<file path="config.mk">
export PLATFORM = sky130hd
export DESIGN_NAME = fifo_packer
export DESIGN_NICKNAME = d
export VERILOG_FILES = /design/src/rtl/fifo_pkg.sv /design/src/rtl/fifo_packer_timer.sv /design/src/rtl/fifo_packer.sv
export SDC_FILE = /design/constraint.sdc
export NUM_CORES = 1
export LEC_CHECK = 0
export BUFFER_PORTS_ARGS = -buffer_cell sky130_fd_sc_hd__clkbuf_2
export CAP_MARGIN = 15
export CORE_MARGIN = 1.5
export CORE_UTILIZATION = 46
export CTS_CLUSTER_SIZE = 10
export DETAILED_ROUTE_END_ITERATION = 10
export PLACE_DENSITY = 0.86
export SETUP_SLACK_MARGIN = 0.5
export SYNTH_ARGS = -nofsm -noshare
export SYNTH_HDL_FRONTEND = slang
export SYNTH_SLANG_ARGS = --single-unit
</file>
<file path="constraint.sdc">
create_clock -name clk_i -period 1.5 [get_ports clk_i]
set_input_delay 0.3 -clock clk_i [delete_from_list [all_inputs] [get_ports clk_i]]
set_output_delay 0.3 -clock clk_i [all_outputs]
set_load 0.03 [all_outputs]
</file>
<file path="src/rtl/fifo_pkg.sv">
// Shared types and helpers for the FIFO read-side blocks.
package fifo_pkg;

  typedef enum logic {
    FILL = 1'b0,
    HOLD = 1'b1
  } packer_state_e;

  // Width of an index into n entries; never narrower than one bit.
  function automatic int idx_width(input int n);
    return (n > 1) ? $clog2(n) : 1;
  endfunction

endpackage

</file>
<file path="src/rtl/fifo_packer_timer.sv">
// Idle counter for fifo_packer: pulses expire once idle has held for
// TimeoutCycles-1 consecutive cycles. Only used with FIFO_PACKER_TIMEOUT_EN.
module fifo_packer_timer
  import fifo_pkg::*;
#(
  parameter int TimeoutCycles = 16
) (
  input  logic clk_i,
  input  logic rst_i,
  input  logic idle,
  output logic expire
);

  localparam int TW = idx_width(TimeoutCycles);

  logic [TW-1:0] count;

  assign expire = (count == TW'(TimeoutCycles - 1));

  // Stops at expiry; the flush it triggers leaves FILL, which drops idle.
  always_ff @(posedge clk_i or posedge rst_i) begin
    if (rst_i)                count <= '0;
    else if (idle && !expire) count <= count + TW'(1);
    else                      count <= '0;
  end

endmodule

</file>
<file path="src/rtl/fifo_packer.sv">
// Packs PackRatio FIFO words into one valid/ready beat with a lane keep mask.
// Define FIFO_PACKER_TIMEOUT_EN to auto-flush partial beats after an idle timeout.
module fifo_packer
  import fifo_pkg::*;
#(
  parameter int WordLength    = 8,
  parameter int PackRatio     = 4,
  parameter int TimeoutCycles = 16
) (
  input  logic                            clk_i,
  input  logic                            rst_i,
  input  logic                            fifo_empty_i,
  input  logic [WordLength-1:0]           fifo_data_i,
  output logic                            fifo_rd_o,
  input  logic                            flush_i,
  output logic [WordLength*PackRatio-1:0] m_data_o,
  output logic [PackRatio-1:0]            m_keep_o,
  output logic                            m_valid_o,
  input  logic                            m_ready_i
);

  localparam int CW = idx_width(PackRatio);
  localparam logic [CW-1:0] LAST = CW'(PackRatio - 1);

  if (PackRatio < 2 || TimeoutCycles < 2) begin : g_bad_params
    $error("fifo_packer: PackRatio and TimeoutCycles must both be >= 2");
  end

  packer_state_e                        state, state_nxt;
  logic [CW-1:0]                        cnt, cnt_nxt;
  logic [PackRatio-1:0][WordLength-1:0] lanes, lanes_nxt;
  logic [PackRatio-1:0]                 keep, keep_nxt;
  logic                                 pop;
  logic                                 flush_req;

`ifdef FIFO_PACKER_TIMEOUT_EN
  logic expire;
  logic idle;

  assign idle      = (state == FILL) && (keep != '0) && !pop;
  assign flush_req = flush_i || expire;

  fifo_packer_timer #(
    .TimeoutCycles(TimeoutCycles)
  ) u_timer (
    .clk_i  (clk_i),
    .rst_i  (rst_i),
    .idle   (idle),
    .expire (expire)
  );
`else
  assign flush_req = flush_i;
`endif

  always_comb begin
    state_nxt = state;
    cnt_nxt   = cnt;
    lanes_nxt = lanes;
    keep_nxt  = keep;
    pop       = 1'b0;
    case (state)
      FILL: begin
        pop = !fifo_empty_i;
        if (pop) begin
          lanes_nxt[cnt] = fifo_data_i;
          keep_nxt[cnt]  = 1'b1;
          if (cnt == LAST) state_nxt = HOLD;
          else             cnt_nxt   = cnt + CW'(1);
        end
        // keep_nxt already includes this cycle's pop, so it is flushed too.
        if (flush_req && (keep_nxt != '0)) state_nxt = HOLD;
      end
      HOLD: begin
        pop = m_ready_i && !fifo_empty_i;
        if (m_ready_i) begin
          state_nxt = FILL;
          lanes_nxt = '0;
          keep_nxt  = '0;
          cnt_nxt   = '0;
          if (pop) begin
            lanes_nxt[0] = fifo_data_i;
            keep_nxt[0]  = 1'b1;
            cnt_nxt      = CW'(1);
          end
        end
      end
      default: state_nxt = FILL;
    endcase
    if (rst_i) pop = 1'b0;
  end

  always_ff @(posedge clk_i or posedge rst_i) begin
    if (rst_i) begin
      state <= FILL;
      cnt   <= '0;
      lanes <= '0;
      keep  <= '0;
    end else begin
      state <= state_nxt;
      cnt   <= cnt_nxt;
      lanes <= lanes_nxt;
      keep  <= keep_nxt;
    end
  end

  assign fifo_rd_o = pop;
  assign m_data_o  = lanes;
  assign m_keep_o  = keep;
  assign m_valid_o = (state == HOLD);

endmodule

</file>
==> results of run 1 <==
[cell usage after synthesis (all sizes together) (2+ instances only)]
library cell | instances | share of area [%]
nand2b | 4 | 1.4
inv | 6 | 1.2
dfrtp | 39 | 53
a22o | 16 | 7.6
nor2b | 5 | 1.7
nor3 | 2 | 0.54
o21ai | 12 | 3.3
clkbuf | 2 | 0.41
nor2 | 4 | 0.82
a21oi | 12 | 3.9
nand2 | 9 | 1.8
ha | 4 | 2.7
buf | 9 | 3.1
a221oi | 8 | 3.8
mux2i | 16 | 8.7
o2bb2ai | 2 | 0.95
[report_power, final]
part / total [mW] / internal, mW / leakage [nW] / switching, mW
logic: 4.41 / 2.27 / 0.997 / 2.13
registers: 1.86 / 1.43 / 0.507 / 0.430
clock network: 0.725 / 0.324 / 0.0402 / 0.402
[per-stage QoR]
| stage | util (%) | area [µm²] |
|---|---|---|
| 2_1_floorplan | - | 1920 |
| 3_3_place_gp | 59.4 | 2220 |
| 3_5_place_dp | 59.4 | 2220 |
| 4_1_cts | 77.4 | 2900 |
| 5_1_grt | 84.6 | 3170 |
| 6_report | 84.6 | 3170 |
[flip-flops by register name (all words and copies together), names as in the netlist]
| signal | count |
|---|---|
| cnt | 2 |
| m_data_o | 32 |
| m_keep_o | 4 |
| m_valid_o | 1 |
[final cells by class]
type	instances	area, µm²
Tap cell	48	60.1
Clock buffer	5	68.8
Fill cell	182	576
Sequential cell	39	980
Multi-Input combinational cell	103	937
Timing Repair Buffer	98	1070
Inverter	6	31.3
Clock inverter	3	20.0
[path summary, 6_finish.rpt]
path / endpoint / cells after the start / start
hold / removal: m_keep_o[1] / 3 / rst_i
setup reg to reg: m_data_o[17] / 5 / m_valid_o
setup / recovery: m_data_o[17] / 5 / m_valid_o
min in group clk_i: m_valid_o / 2 / flush_i
hold reg to reg: m_data_o[29] / 1 / m_data_o[29]
max in group asynchronous: cnt[1] / 3 / rst_i
[kinds of logic after synthesis]
family                   Yosys count  synth area share [%]
flip-flops                        39                  53.1
adder cells (fa/ha/maj)            4                  2.72
AND/OR/NAND/NOR                   26                  7.63
multiplexers                      17                  9.33
AO/OA/AOI/OAI                     56                  22.5
buffers and inverters             17                  4.70
[routing by layer]
layer	global-route usage [%]	wire, µm	part of all wire (%)	up-vias
met3	7.33	433	6.7	17
met4	10.5	195	3.0	0
li1	-	-	-	783
met5	0	0	0	-
met1	37.8	2520	39	898
met2	44.6	3270	51	88
[worst max-delay path, stage by stage, from the launching register on]
cell	delay [ns]
dfrtp_2	0.41
buf_4	0.15
buf_12	0.14
nor3b_4	0.34
a21oi_4	0.11
a22o_1	0.22
[repair_timing]
| action | 4_1_cts | 5_1_grt |
|---|---|---|
| pin swaps | 5 | 7 |
| gates resized for setup | 92 | 62 |
| buffers inserted | 25 | 14 |
| endpoints found under the setup margin | 77 | 77 |
| gates cloned | 0 | 1 |
==> results.ini, run 1 <==
[outcome]
status = finished, final reports clean

[placement]
dp_hpwl_mm = 3.08
dp_slack_ns = -0.0869
dp.cells = 254
gp_congestion = 0.886
portBuffers = 50

[floorplanning]
die_h_um = 66.2
rows = 22
die_area_um2 = 4380
io_pins = 51
initial_core_util_pct = 49.1
die_x_um = 66.2
design.core.area_um2 = 3740

[sta]
final-setup-viol-count = 0
rsz0062_at_grt = yes
skew_ns = 0.00654
tightest_slew_ns = 0.407
hold_violations = 0
period_share_pct = 99.4
min_period_ns = 1.49
slew_violations = 0
fin_tns_setup_ns = 0
fin_hold_ws_ns = 0.0597
relSlewSlack_pct = 72.7
max_freq_mhz = 671
fin_ws_ns = 0.00881

[synth]
synth.avg_cell_area_um2 = 11.6
async_flop_share_pct = 100
ys_seq_area_share_pct = 53.1
synth_nets = 176
synth_seq_cells = 39
netlist_area_um2 = 1840
ys_types = 30
yosys_warnings = 0
netlist_instances = 159
synth_edf_count = 0
ys.flop_type = dfrtp_1

[global_route]
grt_max_degree = 40
antenna_found_initial = 0
grt_pass1_wl_mm = 9.11
grt_usage_pct = 28.4
grt_overflow = 0
grt_pass1_vias = 1776

[routing]
ant_nets = 0
first_pass_iters = 4
wl_mm = 6.42
drt_iter0_markers = 178
num_vias = 1786
wl_per_cell_um = 21.3
routed_via_density = 5.91
drcViolationCount = 0

[clock_tree]
path_clk_slew_ns = 0.08
cts.sinks = 39
cts_tree = built
clk-insertion-delay-late_ns = 0.30
root_buffer = clkbuf_8
numCtsBuffers = 5
hold_buffers = 0
h-tree-depth = 2
clk_path_buf_depth = 2

[finish]
final_cell_mix = 39 x buf_8, 39 x buf_4, 36 x dfrtp_1
fin_cells = 302
antenna_cells = 0
area_growth_pct = 72.5
drive_gt1_share_pct = 56.3
nets = 270

[power]
p_per_area_nw_per_um2 = 2210
total_power_mw = 6.99
p_leak_nw = 1.54
ir_drop_mv = 1.31

[setup_path]
required_ns = 1.69
r2r_setup_slack_ns = 0.009
endpoint_kind = flip-flop
worstPathMaxFanout = 8
startpoint_type = flip-flop
critPathArrivalTime_ns = 1.68
critPathKind = reg -> reg

[min_path]
min_path_type = in -> async

[run]
maxCapViolations = 0

No activity file was read; power rests on OpenSTA's default activity.
==> run 2: changes to the inputs <==
BUFFER_PORTS_ARGS = not set   (was -buffer_cell sky130_fd_sc_hd__clkbuf_2)
DONT_BUFFER_PORTS = 1   (was not set)
PLACE_DENSITY = 0.75   (was 0.86)
==> results.ini, run 2 (synthesis results as in run 1) <==
[routing]
drcViolationCount = 0
first_pass_iters = 4
routed_via_density = 6.38
num_vias = 1436
wl_per_cell_um = 22.0
wl_mm = 4.94
drt_iter0_markers = 70
ant_nets = 0

[global_route]
grt_pass1_wl_mm = 7.96
grt_max_degree = 32
grt_pass1_vias = 1482
antenna_found_initial = 0
grt_overflow = 0
grt_usage_pct = 24.5

[power]
p_sw_share_pct = 44.9
pwr-share-comb_pct = 44.5
seqPwrFrac_pct = 43.1
p_sw_mw = 2.54
ir_drop_mv = 1.04
p_per_area_nw_per_um2 = 2320
p_leak_nw = 1.07
p_int_mw = 3.11
power.clock.fraction_pct = 12.4
total_power_mw = 5.65

[sta]
tightest_slew_ns = 0.697
period_share_pct = 94.4
min_period_ns = 1.42
final-setup-viol-count = 0
hold_violations = 30
rsz0062_at_grt = yes
relSlewSlack_pct = 53.4
slew_violations = 0
max_freq_mhz = 707
fin_tns_setup_ns = 0
skew_ns = 0.00597
fin_hold_ws_ns = -0.0336

[placement]
dp.cells = 206
portBuffers = 0
dp_hpwl_mm = 3.24
gp_congestion = 0.858

[clock_tree]
cts_tree = built
cts.sinks = 39
root_buffer = clkbuf_8
numCtsBuffers = 5
path_clk_slew_ns = 0.08
clk-insertion-delay-late_ns = 0.29
h-tree-depth = 2
clk_path_buf_depth = 2

[floorplanning]
die_h_um = 66.2
die_x_um = 66.2
io_pins = 51
rows = 22
die_area_um2 = 4380
design.core.area_um2 = 3740
initial_core_util_pct = 49.1

[setup_path]
required_ns = 1.20
worstPathMaxFanout = 2
critPathKind = reg -> out
cp_slowest_cell = dfrtp_2
endpoint_kind = output pin
r2r_end = m_data_o[19]
startpoint_type = flip-flop
r2r_start = m_valid_o
r2r_setup_slack_ns = 0.13
reg2regPathDepth = 5
slowest_delay_ns = 0.41
cp_cell_sequence = nor2b_4 -> nor3_4
critPathArrivalTime_ns = 1.12

[outcome]
violations = negative hold slack
status = finished, violations left

[finish]
fin_cells = 225
nets = 193
largest_reg_flops = 32
drive_gt1_share_pct = 53.1
area_growth_pct = 32.8
final_cell_mix = 35 x dfrtp_2, 16 x a22o_1, 16 x mux2i_1
mostFrequentLayoutCell = dfrtp_2
antenna_cells = 0

[min_path]
min_path_type = in -> async

[run]
maxCapViolations = 0

==> run 2: what timing repair did <==
action                                  in CTS  in global routing
gates cloned                                 2                  0
gates resized for setup                     70                  3
pin swaps                                    9                  5
hold endpoints to repair                    30                  0
buffers inserted                             7                  2
endpoints found under the setup margin      77                 77
==> run 2: power groups by stage <==
stage / Sequential (mW) / Clock, mW / Combinational, mW
finish: 2.44 / 0.700 / 2.51
detailed placement: 2.36 / 0 / 1.67
global route: 2.49 / 0.754 / 2.68
floorplan: 2.40 / 0 / 1.21
global placement: 2.33 / 0 / 1.60
CTS: 2.43 / 0.701 / 2.38
==> run 2: area by class of cell <==
class / count / area, µm²
fillers: 284 / 1310
flip-flops and latches: 39 / 1020
multi-input cells: 103 / 967
repair buffers: 21 / 270
clock buffers: 6 / 72.6
well taps: 48 / 60.1
inverters: 6 / 36.3
clock inverters: 2 / 12.5
==> run 2: how the worst max path moves through the flow <==
stage / startpoint / to / slack [ns] / cells past startpoint
floorplan: m_valid_o / fifo_rd_o / 0.07 / 3
global placement: cnt[0] / m_data_o[18] / 0.13 / 5
detailed placement: cnt[0] / m_data_o[21] / 0.07 / 5
CTS: m_valid_o / fifo_rd_o / 0.08 / 2
global route: m_valid_o / fifo_rd_o / 0.05 / 2
finish: m_valid_o / fifo_rd_o / 0.08 / 2
==> run 2: through the flow <==
stage | utilization [%] | setup WS [ns] | cell area, µm²
6_report | 65.1 | 0.0847 | 2440
5_1_grt | 65.1 | 0.0510 | 2440
4_1_cts | 64.3 | 0.0803 | 2410
3_5_place_dp | 53.1 | 0.0694 | 1990
3_3_place_gp | 53.1 | 0.133 | 1990
2_1_floorplan | - | 0.0721 | 1920
==> run 2: metal layers <==
metal	share of wire (%)	global-route usage (%)
met2	49	37.3
met4	0.83	6.89
met5	0	0
met3	7.1	7.33
met1	43	34.0
==> run 2: critical path, delay by kind of cell (launching register included) <==
family	cells	cell delay [ns]
flops	1	0.41
simple gates	2	0.42
